## src/rtl/if_fetch_unit.sv

```systemverilog
// Instruction-fetch stage: credit-limited imem requests, in-order tagged responses,
// prefetch FIFO toward decode, redirect flush. Optional perf counters: IF_PERF_CNT_EN.
module if_fetch_unit #(
    parameter int          PC_W     = 16,
    parameter int          INSN_W   = 16,
    parameter int          DEPTH    = 4,
    parameter int unsigned RESET_PC = 0,
    parameter int          REG_AW   = 3,
    parameter int          RS1_LSB  = 6,
    parameter int          RS2_LSB  = 3,
    parameter int          RD_LSB   = 9
) (
    input  logic              clk,
    input  logic              rst_n,
    input  logic              redirect_valid,
    input  logic [PC_W-1:0]   redirect_pc,
    output logic              imem_req_valid,
    input  logic              imem_req_ready,
    output logic [PC_W-1:0]   imem_req_addr,
    input  logic              imem_rsp_valid,
    input  logic [INSN_W-1:0] imem_rsp_data,
    output logic              out_valid,
    input  logic              out_ready,
    output logic [INSN_W-1:0] out_insn,
    output logic [PC_W-1:0]   out_pc,
    output logic [REG_AW-1:0] read1_addr,
    output logic [REG_AW-1:0] read2_addr,
    output logic [REG_AW-1:0] write_addr
`ifdef IF_PERF_CNT_EN
    ,
    output logic [31:0]       perf_fetched,
    output logic [31:0]       perf_flushed
`endif
);

    localparam int PTR_W = $clog2(DEPTH);
    localparam int CNT_W = PTR_W + 1;

    logic [PC_W-1:0]   fetch_pc_q, fetch_pc_d;
    logic [CNT_W-1:0]  infl_q, infl_d;
    logic [CNT_W-1:0]  drop_q, drop_d;
    logic [CNT_W-1:0]  fifo_cnt_q, fifo_cnt_d;
    logic [PTR_W-1:0]  fifo_wr_q, fifo_wr_d, fifo_rd_q, fifo_rd_d;
    logic [PTR_W-1:0]  tag_wr_q, tag_wr_d, tag_rd_q, tag_rd_d;

    logic [PC_W-1:0]   tag_mem       [DEPTH];
    logic [PC_W-1:0]   fifo_pc_mem   [DEPTH];
    logic [INSN_W-1:0] fifo_insn_mem [DEPTH];

    logic credit, req_fire, rsp_drop, push, pop, fifo_full;

    // Credit covers both in-flight responses and buffered entries, so a response always finds room.
    assign credit    = ({1'b0, infl_q} + {1'b0, fifo_cnt_q}) < (CNT_W+1)'(DEPTH);
    assign fifo_full = (fifo_cnt_q == CNT_W'(DEPTH));

    assign imem_req_valid = credit && !redirect_valid && rst_n;
    assign imem_req_addr  = fetch_pc_q;
    assign req_fire       = imem_req_valid && imem_req_ready;

    assign rsp_drop = imem_rsp_valid && (redirect_valid || (drop_q != '0));
    assign push     = imem_rsp_valid && !rsp_drop;

    assign out_valid  = (fifo_cnt_q != '0) && !redirect_valid;
    assign pop        = out_valid && out_ready;
    assign out_insn   = fifo_insn_mem[fifo_rd_q];
    assign out_pc     = fifo_pc_mem[fifo_rd_q];
    assign read1_addr = out_insn[RS1_LSB +: REG_AW];
    assign read2_addr = out_insn[RS2_LSB +: REG_AW];
    assign write_addr = out_insn[RD_LSB +: REG_AW];

    always_comb begin
        // NOTE: every _d gets its hold value first so no path leaves it unassigned (no latch).
        fetch_pc_d = fetch_pc_q;
        infl_d     = infl_q + CNT_W'(req_fire) - CNT_W'(imem_rsp_valid);
        drop_d     = drop_q;
        fifo_cnt_d = fifo_cnt_q + CNT_W'(push) - CNT_W'(pop);
        fifo_wr_d  = fifo_wr_q;
        fifo_rd_d  = fifo_rd_q;
        tag_wr_d   = tag_wr_q;
        tag_rd_d   = tag_rd_q;

        if (req_fire) begin
            fetch_pc_d = fetch_pc_q + PC_W'(1);
            tag_wr_d   = tag_wr_q + PTR_W'(1);
        end
        if (imem_rsp_valid) begin
            tag_rd_d = tag_rd_q + PTR_W'(1);
            if (drop_q != '0) drop_d = drop_q - CNT_W'(1);
        end
        if (push) fifo_wr_d = fifo_wr_q + PTR_W'(1);
        if (pop)  fifo_rd_d = fifo_rd_q + PTR_W'(1);

        // Redirect wins: every response still outstanding after this cycle is stale.
        if (redirect_valid) begin
            fetch_pc_d = redirect_pc;
            fifo_cnt_d = '0;
            fifo_wr_d  = '0;
            fifo_rd_d  = '0;
            drop_d     = infl_q - CNT_W'(imem_rsp_valid);
        end
    end

    always_ff @(posedge clk or negedge rst_n) begin
        // NOTE: state flops use non-blocking assignment so all of them update from pre-edge values.
        if (!rst_n) begin
            fetch_pc_q <= PC_W'(RESET_PC);
            infl_q     <= '0;
            drop_q     <= '0;
            fifo_cnt_q <= '0;
            fifo_wr_q  <= '0;
            fifo_rd_q  <= '0;
            tag_wr_q   <= '0;
            tag_rd_q   <= '0;
        end else begin
            fetch_pc_q <= fetch_pc_d;
            infl_q     <= infl_d;
            drop_q     <= drop_d;
            fifo_cnt_q <= fifo_cnt_d;
            fifo_wr_q  <= fifo_wr_d;
            fifo_rd_q  <= fifo_rd_d;
            tag_wr_q   <= tag_wr_d;
            tag_rd_q   <= tag_rd_d;
        end
    end

    // NOTE: storage arrays are not reset; counters and pointers alone decide which entries are live.
    always_ff @(posedge clk) begin
        if (req_fire) tag_mem[tag_wr_q] <= imem_req_addr;
        if (push) begin
            fifo_pc_mem[fifo_wr_q]   <= tag_mem[tag_rd_q];
            fifo_insn_mem[fifo_wr_q] <= imem_rsp_data;
        end
    end

    assert property (@(posedge clk) disable iff (!rst_n) !(push && fifo_full));

`ifdef IF_PERF_CNT_EN
    logic [31:0] perf_fetched_q, perf_fetched_d;
    logic [31:0] perf_flushed_q, perf_flushed_d;

    always_comb begin
        perf_fetched_d = perf_fetched_q + 32'(pop);
        perf_flushed_d = perf_flushed_q + (redirect_valid ? 32'(fifo_cnt_q) : 32'd0) + 32'(rsp_drop);
    end

    always_ff @(posedge clk or negedge rst_n) begin
        if (!rst_n) begin
            perf_fetched_q <= '0;
            perf_flushed_q <= '0;
        end else begin
            perf_fetched_q <= perf_fetched_d;
            perf_flushed_q <= perf_flushed_d;
        end
    end

    assign perf_fetched = perf_fetched_q;
    assign perf_flushed = perf_flushed_q;
`endif

endmodule

```

## config.mk

```make
export PLATFORM = sky130hd
export DESIGN_NAME = if_fetch_unit
export DESIGN_NICKNAME = d
export VERILOG_FILES = /design/src/rtl/if_fetch_unit.sv
export SDC_FILE = /design/constraint.sdc
export NUM_CORES = 1
export LEC_CHECK = 0
export CELL_PAD_IN_SITES_DETAIL_PLACEMENT = 2
export CELL_PAD_IN_SITES_GLOBAL_PLACEMENT = 2
export CORE_ASPECT_RATIO = 0.5
export CORE_MARGIN = 8
export CORE_UTILIZATION = 38
export DETAILED_ROUTE_END_ITERATION = 12
export PLACE_DENSITY = 0.71
export SYNTH_ARGS = -nofsm -noshare
export SYNTH_HDL_FRONTEND = slang
export SYNTH_SLANG_ARGS = --single-unit
export TNS_END_PERCENT = 1
```

## constraint.sdc

```tcl
create_clock -name clk -period 2.8 [get_ports clk]
set_input_delay 0.56 -clock clk [delete_from_list [all_inputs] [get_ports clk]]
set_output_delay 0.56 -clock clk [all_outputs]
set_load 0.01 [all_outputs]
```

==> qor.yml <==
sta:
  fin_crit_ns: 2.80
  period_share_pct: 100
  max_freq_mhz: 357
  layout_setup_ws_ns: -0.00150
  rsz0062_at_grt: "yes"
  slew_violations: 0
  setup_viol: 1
  hold_viol: 0
  slew_headroom_pct: 43.4
  fin_skew_ns: 0.00778
  worst_pin_slew_ns: 0.849
placement:
  io_buffers: 96
  dp_cells: 867
  place_congestion: 0.703
  dp_slack_ns: -0.393
  place_hpwl_um: 14900
die:
  dieArea_um2: 29200
  start_util_pct: 39.1
  row_count: 39
  io_pins: 97
  die_w_um: 234
  core_um2: 23000
  die_h_um: 125
cells_and_area:
  area_growth_syn_to_layout_pct: 25.2
  n_fill_cell: 2110
  instances_no_fill: 904
  layout-drive-gt1-share_pct: 19.3
  antenna_cells: 0
  finalNetCount: 642
critical_path:
  critical_path_class: "flip-flop to flip-flop"
  cp_cell_sequence: "ha_1, or4b_4, nor4_4, inv_2, ha_4, inv_4, ha_4, inv_2, fa_2, xnor2_2, xnor2_1"
  cp-start-kind: "flip-flop"
  worstPathRequired_ns: 3.21
  arrival_ns: 3.21
  cpMaxStageDelayCell: "or4b_4"
  end_kind: "flip-flop"
  critPathMaxStageDelay_ns: 0.57
  crit_path_max_fanout: 3
cts:
  cts_buffer_depth: 3
  clk_pin_slew_worst_paths_ns: 0.06
  cts_tree: "done"
  cts_buffers: 21
  insertion_delay_ns: 0.49
  cts_root_buffer: "clkbuf_16"
  post_cts_resized: 3
  htree_levels: 1
  clkSinkCount: 225
  hold_buffers: 0
  post_cts_buffers: 0
drt:
  routedWlPerCell_um: 24.4
  drc_errors: 0
  drt_iter0_markers: 267
  detail_route.first_pass.iterations: 4
  wirelength_um: 22100
  antenna_left: 0
  via_count: 4729
  viasPerCell: 5.23
yosys:
  seq_area_frac_synth_pct: 73.1
  synth-edff-count: 192
  synth_cell_types: 41
  synth_common_cells: "edfxtp_1, mux4_2, dfrtp_1, ha_1, inv_1"
  synthArstFlopShare_pct: 14.7
  syn_nets: 528
  yosysTopAreaCellShare_pct: 64.0
  yosysMostFrequentCell: "edfxtp_1"
  syn_inst: 469
  syn_area_per_cell_um2: 19.2
  synth_ff_type: "edfxtp_1"
  synth_seq_cells: 225
  yosys_warnings: 0
  synth_top_area_cell: "edfxtp_1"
  netlist_area_um2: 9010
  yosys-top-cells-area: "edfxtp_1, mux4_2, dfrtp_1"
power:
  p_int_mw: 6.96
  switching_share_pct: 28.0
  p_seq_share_pct: 45.1
  p_per_area_nw_per_um2: 856
  p_comb_share_pct: 26.4
  power_frac_clock_pct: 28.6
  vdd_drop_max_mv: 0.358
  p_sw_mw: 2.70
  p_leak_nw: 4.04
global_route:
  antenna_found_initial: 0
  grt_max_degree: 34
  overflow: 0
  grt_use_total_pct: 15.2
  grt_pass1_wl_um: 34300
  grt_pass1_vias: 5374
status:
  violations: "setup timing"
  status: "finished, violations left"
flow_run:
  cap_violations: 0
worst_hold_path:
  hold_class: "flip-flop to flip-flop"
==> layout by cell type, fill, tap and decap left out, types with 3 or more instances in the layout <==
| master | synthesis | final |
|---|---|---|
| edfxtp_1 | 192 | 192 |
| clkdlybuf4s50_1 | 0 | 68 |
| mux4_2 | 48 | 48 |
| dfrtp_1 | 33 | 32 |
| dlymetal6s2s_1 | 0 | 27 |
| clkbuf_16 | 0 | 21 |
| ha_1 | 19 | 17 |
| inv_1 | 17 | 15 |
| nand2_1 | 15 | 15 |
| buf_4 | 9 | 12 |
| nor2_1 | 11 | 11 |
| a221o_1 | 11 | 11 |
| buf_12 | 0 | 11 |
| nor3_1 | 10 | 10 |
| o21ai_0 | 10 | 10 |
| a21o_1 | 8 | 8 |
| xnor2_1 | 7 | 6 |
| xor2_1 | 6 | 6 |
| nand3_1 | 6 | 6 |
| nand4_1 | 5 | 5 |
| clkinv_2 | 0 | 5 |
| and2_2 | 0 | 4 |
| and2_1 | 8 | 4 |
| clkinv_1 | 0 | 4 |
| clkbuf_1 | 13 | 4 |
| nor4_1 | 3 | 3 |
| mux2i_1 | 3 | 3 |
| or4_1 | 3 | 3 |
==> flip-flops by register name, indices dropped and copies added, names as in the netlist <==
name           flops
fifo_insn_mem     64
fifo_pc_mem       64
tag_mem           64
imem_req_addr     16
drop_q             3
fifo_cnt_q         3
infl_q             3
fifo_rd_q          2
fifo_wr_q          2
tag_rd_q           2
tag_wr_q           2
==> worst max-delay path: cells and delay by family, from the launching register on <==
family        cells  cell delay, ns
fa+ha+maj         4            1.01
simple gates      2            0.78
flops             1            0.41
xor+xnor          2            0.34
buf+inv           3            0.18
==> cell families after synthesis <==
| logic type | share of synthesized area [%] |
|---|---|
| buffers and inverters | 2.33 |
| multiplexers | 12.3 |
| AND/OR/NAND/NOR | 4.64 |
| AO/OA/AOI/OAI | 3.25 |
| XOR/XNOR | 1.26 |
| adder cells (fa/ha/maj) | 3.08 |
| flip-flops | 73.1 |
==> layout make-up <==
type / instances / area (um^2) / share of cell area, %
Sequential cell: 225 / 6590 / 58.4
Multi-Input combinational cell: 198 / 2250 / 20.0
Timing Repair Buffer: 119 / 1340 / 11.9
Clock buffer: 25 / 541 / 4.79
Tap cell: 307 / 384 / 3.40
Clock inverter: 12 / 109 / 0.964
Inverter: 18 / 70.1 / 0.621
==> per-layer routing <==
metal / routed length (um) / track usage, % / share of wire [%]
met2: 11400 / 26.9 / 51
met1: 9670 / 19.9 / 44
met4: 248 / 2.62 / 1.1
met3: 792 / 2.48 / 3.6
met5: 0 / 0 / 0
==> worst paths after layout <==
| kind | slack, ns | depth (start not counted) | start | endpoint |
|---|---|---|---|---|
| worst max-delay path | -0.001 | 11 | fifo_cnt_q[2] | infl_q[2] |
| worst min-delay path | 0.61 | 1 | infl_q[0] | infl_q[0] |
| worst max register to register | -0.001 | 11 | fifo_cnt_q[2] | infl_q[2] |
| worst min register to register | 0.61 | 1 | infl_q[0] | infl_q[0] |
| max in group asynchronous | 1.78 | 2 | rst_n | fifo_rd_q[0] |
| min in group asynchronous | 0.67 | 2 | rst_n | infl_q[1] |
==> power by group through the flow <==
stage / registers, mW / clock network [mW] / logic, mW
6_report: 4.35 / 2.76 / 2.55
2_1_floorplan: 4.29 / 0 / 1.55
3_3_place_gp: 4.39 / 0 / 2.51
5_1_grt: 4.39 / 2.93 / 2.79
4_1_cts: 4.36 / 2.82 / 2.66
3_5_place_dp: 4.43 / 0 / 2.66
==> stage by stage <==
step                setup TNS, ns  util (%)  hold slack, ns  total power, mW  cell area, um^2
floorplan                  -0.154         -           0.264             5.85             9060
global placement            -1.96      45.9           0.585             6.91            10600
detailed placement          -5.75      45.9           0.586             7.08            10600
CTS                       -0.0635      48.7           0.602             9.85            11200
global route               -0.168      49.0           0.630             10.1            11300
finish                   -0.00150      49.0           0.607             9.66            11300
No activity file was read; power rests on OpenSTA's default activity.
